File: config.mk
export PLATFORM = sky130hd
export DESIGN_NAME = uart_baud_gen
export DESIGN_NICKNAME = d
export VERILOG_FILES = /design/src/rtl/uart_baud_gen.sv
export SDC_FILE = /design/constraint.sdc
export NUM_CORES = 1
export LEC_CHECK = 0
export ABC_AREA = 1
export CORE_MARGIN = 1.5
export CORE_UTILIZATION = 58
export DETAILED_ROUTE_END_ITERATION = 12
export PLACE_DENSITY = 0.86
export SLEW_MARGIN = 5
export SYNTH_ARGS = -nofsm -noshare
export SYNTH_HDL_FRONTEND = slang
export SYNTH_SLANG_ARGS = --single-unit
export TNS_END_PERCENT = 100
File: constraint.sdc
create_clock -name clk -period 2.2 [get_ports clk]
set_clock_uncertainty 0.1 [all_clocks]
set_input_delay 0.44 -clock clk [delete_from_list [all_inputs] [get_ports clk]]
set_output_delay 0.44 -clock clk [all_outputs]
set_load 0.005 [all_outputs]
File: src/rtl/uart_baud_gen.sv
// rtl/uart_baud_gen.sv - UART baud/oversample tick generator with table rates and resync
//
// Purpose:
//   Derives the oversample, mid-bit and bit-end strobes plus a square bit
//   clock from the system clock. Eight table baud rates are supported.
//   Rate changes take effect only at bit boundaries, on resync or while
//   idle. A resync pulse (RX start-bit edge) restarts the bit phase.
//
// Optional feature macro: BAUD_CUSTOM_EN
//   When defined, the div_custom port exists and bd_rate=111 uses it as the
//   terminal count (0 is treated as 1). When undefined, bd_rate=111 selects
//   the 115200 table entry.
//
// Ports:
//   clk         in   system clock, rising edge
//   rst         in   asynchronous active-low reset
//   en          in   generator enable; 0 holds counters idle
//   bd_rate     in   rate select (000=1200 ... 111=115200)
//   resync      in   single-cycle pulse, restarts the bit phase
//   div_custom  in   custom terminal count (BAUD_CUSTOM_EN only)
//   os_tick     out  one-cycle pulse per oversample period
//   mid_tick    out  one-cycle pulse at bit centre
//   baud_tick   out  one-cycle pulse at bit end
//   clk_out     out  bit clock, high first half of bit, low second half
//   rate_cur    out  rate select currently in effect

module uart_baud_gen #(
  parameter int CLK_HZ = 50_000_000,
  parameter int OSR    = 16,
  parameter int CNT_W  = 16
) (
  input  logic             clk,
  input  logic             rst,
  input  logic             en,
  input  logic [2:0]       bd_rate,
  input  logic             resync,
`ifdef BAUD_CUSTOM_EN
  input  logic [CNT_W-1:0] div_custom,
`endif
  output logic             os_tick,
  output logic             mid_tick,
  output logic             baud_tick,
  output logic             clk_out,
  output logic [2:0]       rate_cur
);

  // Rounded terminal count for one oversample period at the given baud.
  function automatic longint tc_for(input longint baud);
    longint div;
    div = longint'(OSR) * baud;
    return (longint'(CLK_HZ) + div / 2) / div - 1;
  endfunction

  localparam longint TC0 = tc_for(1200);
  localparam longint TC1 = tc_for(2400);
  localparam longint TC2 = tc_for(4800);
  localparam longint TC3 = tc_for(9600);
  localparam longint TC4 = tc_for(19200);
  localparam longint TC5 = tc_for(38400);
  localparam longint TC6 = tc_for(57600);
  localparam longint TC7 = tc_for(115200);

  localparam int OS_W = (OSR > 2) ? $clog2(OSR) : 1;

  localparam logic [OS_W-1:0] IDX_MID  = OS_W'(OSR / 2 - 1);
  localparam logic [OS_W-1:0] IDX_HALF = OS_W'(OSR / 2);
  localparam logic [OS_W-1:0] IDX_LAST = OS_W'(OSR - 1);

  // Elaboration-time parameter sanity. The slowest rate has the largest
  // terminal count, the fastest the smallest, so checking the two ends of
  // the table covers every entry.
  generate
    if ((OSR < 4) || ((OSR % 2) != 0)) begin : g_bad_osr
      $error("uart_baud_gen: OSR must be even and >= 4");
    end
    if (TC0 >= (longint'(1) << CNT_W)) begin : g_bad_cnt_w
      $error("uart_baud_gen: CNT_W too narrow for the 1200 baud terminal count");
    end
    if (TC7 < 0) begin : g_bad_clk
      $error("uart_baud_gen: CLK_HZ too low for the 115200 baud entry");
    end
  endgenerate

  logic [CNT_W-1:0] div_cnt;
  logic [OS_W-1:0]  os_idx;
  logic [OS_W-1:0]  os_idx_next;
  logic [CNT_W-1:0] tc_sel;
  logic             wrap;

`ifdef BAUD_CUSTOM_EN
  // Custom terminal count captured at the same instants as rate_cur so a
  // change on div_custom cannot produce a runt period mid-bit.
  logic [CNT_W-1:0] custom_q;
  logic [CNT_W-1:0] custom_clamped;

  assign custom_clamped = (div_custom == '0) ? CNT_W'(1) : div_custom;
`endif

  always_comb begin
    tc_sel = CNT_W'(TC0);
    unique case (rate_cur)
      3'd0: tc_sel = CNT_W'(TC0);
      3'd1: tc_sel = CNT_W'(TC1);
      3'd2: tc_sel = CNT_W'(TC2);
      3'd3: tc_sel = CNT_W'(TC3);
      3'd4: tc_sel = CNT_W'(TC4);
      3'd5: tc_sel = CNT_W'(TC5);
      3'd6: tc_sel = CNT_W'(TC6);
`ifdef BAUD_CUSTOM_EN
      3'd7: tc_sel = custom_q;
`else
      3'd7: tc_sel = CNT_W'(TC7);
`endif
      default: tc_sel = CNT_W'(TC0);
    endcase
  end

  assign wrap        = (div_cnt == tc_sel);
  assign os_idx_next = (os_idx == IDX_LAST) ? '0 : os_idx + 1'b1;

  always_ff @(posedge clk or negedge rst) begin
    if (!rst) begin
      div_cnt   <= '0;
      os_idx    <= '0;
      os_tick   <= 1'b0;
      mid_tick  <= 1'b0;
      baud_tick <= 1'b0;
      clk_out   <= 1'b1;
      rate_cur  <= 3'b000;
`ifdef BAUD_CUSTOM_EN
      custom_q  <= CNT_W'(1);
`endif
    end else if (!en || resync) begin
      // Idle and resync share the same effect: phase back to the start of a
      // bit, no strobes, and the requested rate is adopted. Resync wins over
      // a coincident wrap, so the wrap's strobes never appear.
      div_cnt   <= '0;
      os_idx    <= '0;
      os_tick   <= 1'b0;
      mid_tick  <= 1'b0;
      baud_tick <= 1'b0;
      clk_out   <= 1'b1;
      rate_cur  <= bd_rate;
`ifdef BAUD_CUSTOM_EN
      custom_q  <= custom_clamped;
`endif
    end else begin
      os_tick   <= 1'b0;
      mid_tick  <= 1'b0;
      baud_tick <= 1'b0;
      if (wrap) begin
        div_cnt   <= '0;
        os_idx    <= os_idx_next;
        os_tick   <= 1'b1;
        mid_tick  <= (os_idx == IDX_MID);
        baud_tick <= (os_idx == IDX_LAST);
        clk_out   <= (os_idx_next < IDX_HALF);
        // Bit boundary: the only point during a run where a new rate may
        // be adopted, so every bit has its full length.
        if (os_idx == IDX_LAST) begin
          rate_cur <= bd_rate;
`ifdef BAUD_CUSTOM_EN
          custom_q <= custom_clamped;
`endif
        end
      end else begin
        div_cnt <= div_cnt + 1'b1;
      end
    end
  end

endmodule

==> summary.txt <==
Global route
  • Global route hottest layer: met2
  • GR Util met2: 36.28%
  • Largest net degree at the start of global routing: 28
  • Total GRT Usage: 24.23%
  • Initial antenna violation count: 0
  • Global route overflow: 0
  • Met3 Resource Use GR: 2.198%
  • Wire length of the first global-routing pass: 6.292 mm
  • Met1 usage: 35.38%
  • Vias in the first global route: 1399

Clocking
  • Root buffer cell: clkbuf_4
  • Max Root-Sink Buffers: 2
  • Clk pin slew, worst setup/hold paths: 0.14 ns
  • Clk Latency, worst-skew pair: 0.33 ns
  • CTS buffer count: 3
  • H-Tree Depth: 1
  • Postcts setup bufs: 0
  • Clk sinks: 27
  • Post-CTS Hold Fix Bufs: 0
  • CTS tree: done

Route
  • DR pass1 iterations: 4
  • Via total after detailed routing: 1656
  • DR vias/cell: 5.412
  • DRC: 0
  • Final wirelength: 3.759 mm
  • Drt wl/cell: 12.28 um
  • Iter 0 DRT Violations: 131
  • DRT antenna net count: 0

Die
  • Initial Util: 62.81%
  • Total core area: 2853 um2
  • Chip height: 58.58 um
  • Rows: 19
  • IO Count: 14
  • Die area: 3432 um2
  • Die width: 58.58 um

Timing
  • Final min period: 2.056 ns
  • Max Fclk: 0.4864 GHz
  • Fin worst setup slack: 0.1442 ns
  • Final setup fails: 0
  • Worst Tran Pin Value: 0.3365 ns
  • Max-slew violations: 0
  • Setup TNS: 0 ns
  • Max-slew headroom: 77.57%
  • Crit share post-route: 93.44%
  • RSZ-0062 raised after global routing: false
  • Fin. Hold Viols: 0

Power
  • Total power draw: 940.1 uW
  • Pwr Density: 467.0 nW/um2
  • P_leak: 0.0009712 uW
  • Clock Power Share: 23.3%
  • Peak supply drop: 431.5 uV
  • Gate power share: 21.8%
  • Sequential power share: 54.9%
  • Switching power: 286.9 uW
  • Power Internal: 653.2 uW
  • Switching share of power: 30.51%

Synthesis
  • Yosys reg bits: 27
  • Syn Nets: 270
  • Count of different cell masters after synthesis: 26
  • Synthesized area per cell: 6.999 um2
  • Synth Cell Area: 1792 um2
  • Syn Inst Count: 256
  • Synthesis warning total: 0
  • Sequential fraction of the synthesis area: 37.78%

Final layout
  • Share of cells above drive strength 1: 11.64%
  • Final non-filler cell total: 306
  • Most frequent cells in the layout: nand2_1, inv_1, nand3_1, nor2_1, dfrtp_1
  • Fin nets: 290
  • Core Util, Final: 70.57%
  • # diodes: 0
  • Synthesis-to-finish area growth: 12.36%
  • Commonest non-fill, non-tap cell in the layout: nand2_1

Worst setup path
  • Crit path DAT: 2.19 ns
  • Crit. Startpoint: rate_cur[1]
  • Worst EP required: 2.34 ns
  • Critical path type: register to register
  • Worst Path Max Fanout: 9
  • Critical Path End Type: register
  • Startpoint Class: register
  • Worst R2R Start: rate_cur[1]

Place
  • Setup WS pre-CTS: 0.1479 ns
  • Post-DP HPWL: 2.843 mm
  • Buffers on Ports: 13
  • Gpl congestion: 0.9484
  • Post-Place Cells: 301

Worst hold path
  • Worst Hold Class: input pin to asynchronous set/reset pin

Flow run
  • Max Cap Viol: 0

Outcome
  • Outcome: complete, no violations
## state kept, by name (all words and copies together) (netlist names)
register	count
baud_tick	1
clk_out	1
div_cnt	16
mid_tick	1
os_idx	4
os_tick	1
rate_cur	3
## routing by layer
metal  up-vias  share of wire (%)  routed length (um)
met5         -                  0                   0
met4         0                2.5                  94
met3         9                5.1                 190
met2        53                 45                1694
met1       763                 47                1780
li1        831                  -                   -
## cells by family after synthesis
| logic type | share of synthesized area [%] |
|---|---|
| adders and majority gates | 4.888 |
| AOI/OAI and AO/OA | 3.282 |
| and+or+nand+nor | 40.99 |
| buffers and inverters | 9.637 |
| DFF | 37.78 |
| xor gates and xnor gates | 3.422 |
## area by class of cell
cell class              instances  area (um2)
well taps                      31       38.79
clock inverters                 1       5.005
fillers                       238       839.6
clock buffers                   3       22.52
inverters                      36       135.1
multi-input cells             190       967.2
repair buffers                 18       167.7
flip-flops and latches         27       676.9
## final timing paths
check | slack, ns | cells after the start | end
worst max-delay path | 0.14 | 9 | div_cnt[10]
worst min-delay path | 0.35 | 2 | div_cnt[14]
worst max register to register | 0.14 | 9 | div_cnt[10]
worst min register to register | 0.41 | 1 | mid_tick
max in group asynchronous | 1.35 | 2 | clk_out
min in group clk | 0.41 | 1 | mid_tick
## worst max-delay path, cell delays in order, from the launching register on
cell	delay (ns)
dfrtp_1	0.45
inv_1	0.10
ha_1	0.27
or2_1	0.24
nand3_1	0.07
nand2_1	0.07
nor2_2	0.21
nand3_4	0.19
nand2_4	0.22
nor3_2	0.05
## cell usage after synthesis
cell      instances  area [um2]
buf_4             1       7.510
o21ai_0           7       35.03
buf_6             1       11.26
clkbuf_1          1       3.750
nand2_1          77       289.0
nor3_2            2       20.02
nand3_1          31       155.2
buf_8             1       15.01
or2_1             1       6.260
o21ai_1           1       5.000
o21ai_2           1       8.760
nor2_2           11       68.82
xnor2_1           2       17.52
nor2_1           30       112.6
nand2_2           2       12.51
a21oi_1           2       10.01
nand3_4           1       17.52
dfstp_2           1       26.28
ha_1              7       87.58
xor2_1            5       43.79
nor3_1            7       35.03
dfrtp_1          26       650.6
inv_2             2       7.510
inv_1            34       127.6
nor4_1            1       6.260
nand2_4           1       11.26
## stage by stage
stage	cell area [um2]	hold WS, ns
3_5_place_dp	1961	0.3762
6_report	2013	0.3531
4_1_cts	1988	0.3573
5_1_grt	2013	0.3753
2_1_floorplan	1792	0.04441
3_3_place_gp	1961	0.3835
## power by group through the flow
stage	logic, uW	clock network (uW)	registers [uW]
floorplan	135	0	527
global placement	196	0	525
detailed placement	199	0	525
CTS	200	224	516
global route	231	239	517
finish	205	219	516
## timing repair
| action | in CTS | in global routing |
|---|---|---|
| endpoints found under the hold margin | 0 | 0 |
| endpoints found under the setup margin | 0 | 11 |
| gates resized for setup | 0 | 2 |
No activity file was read; power rests on OpenSTA's default activity.
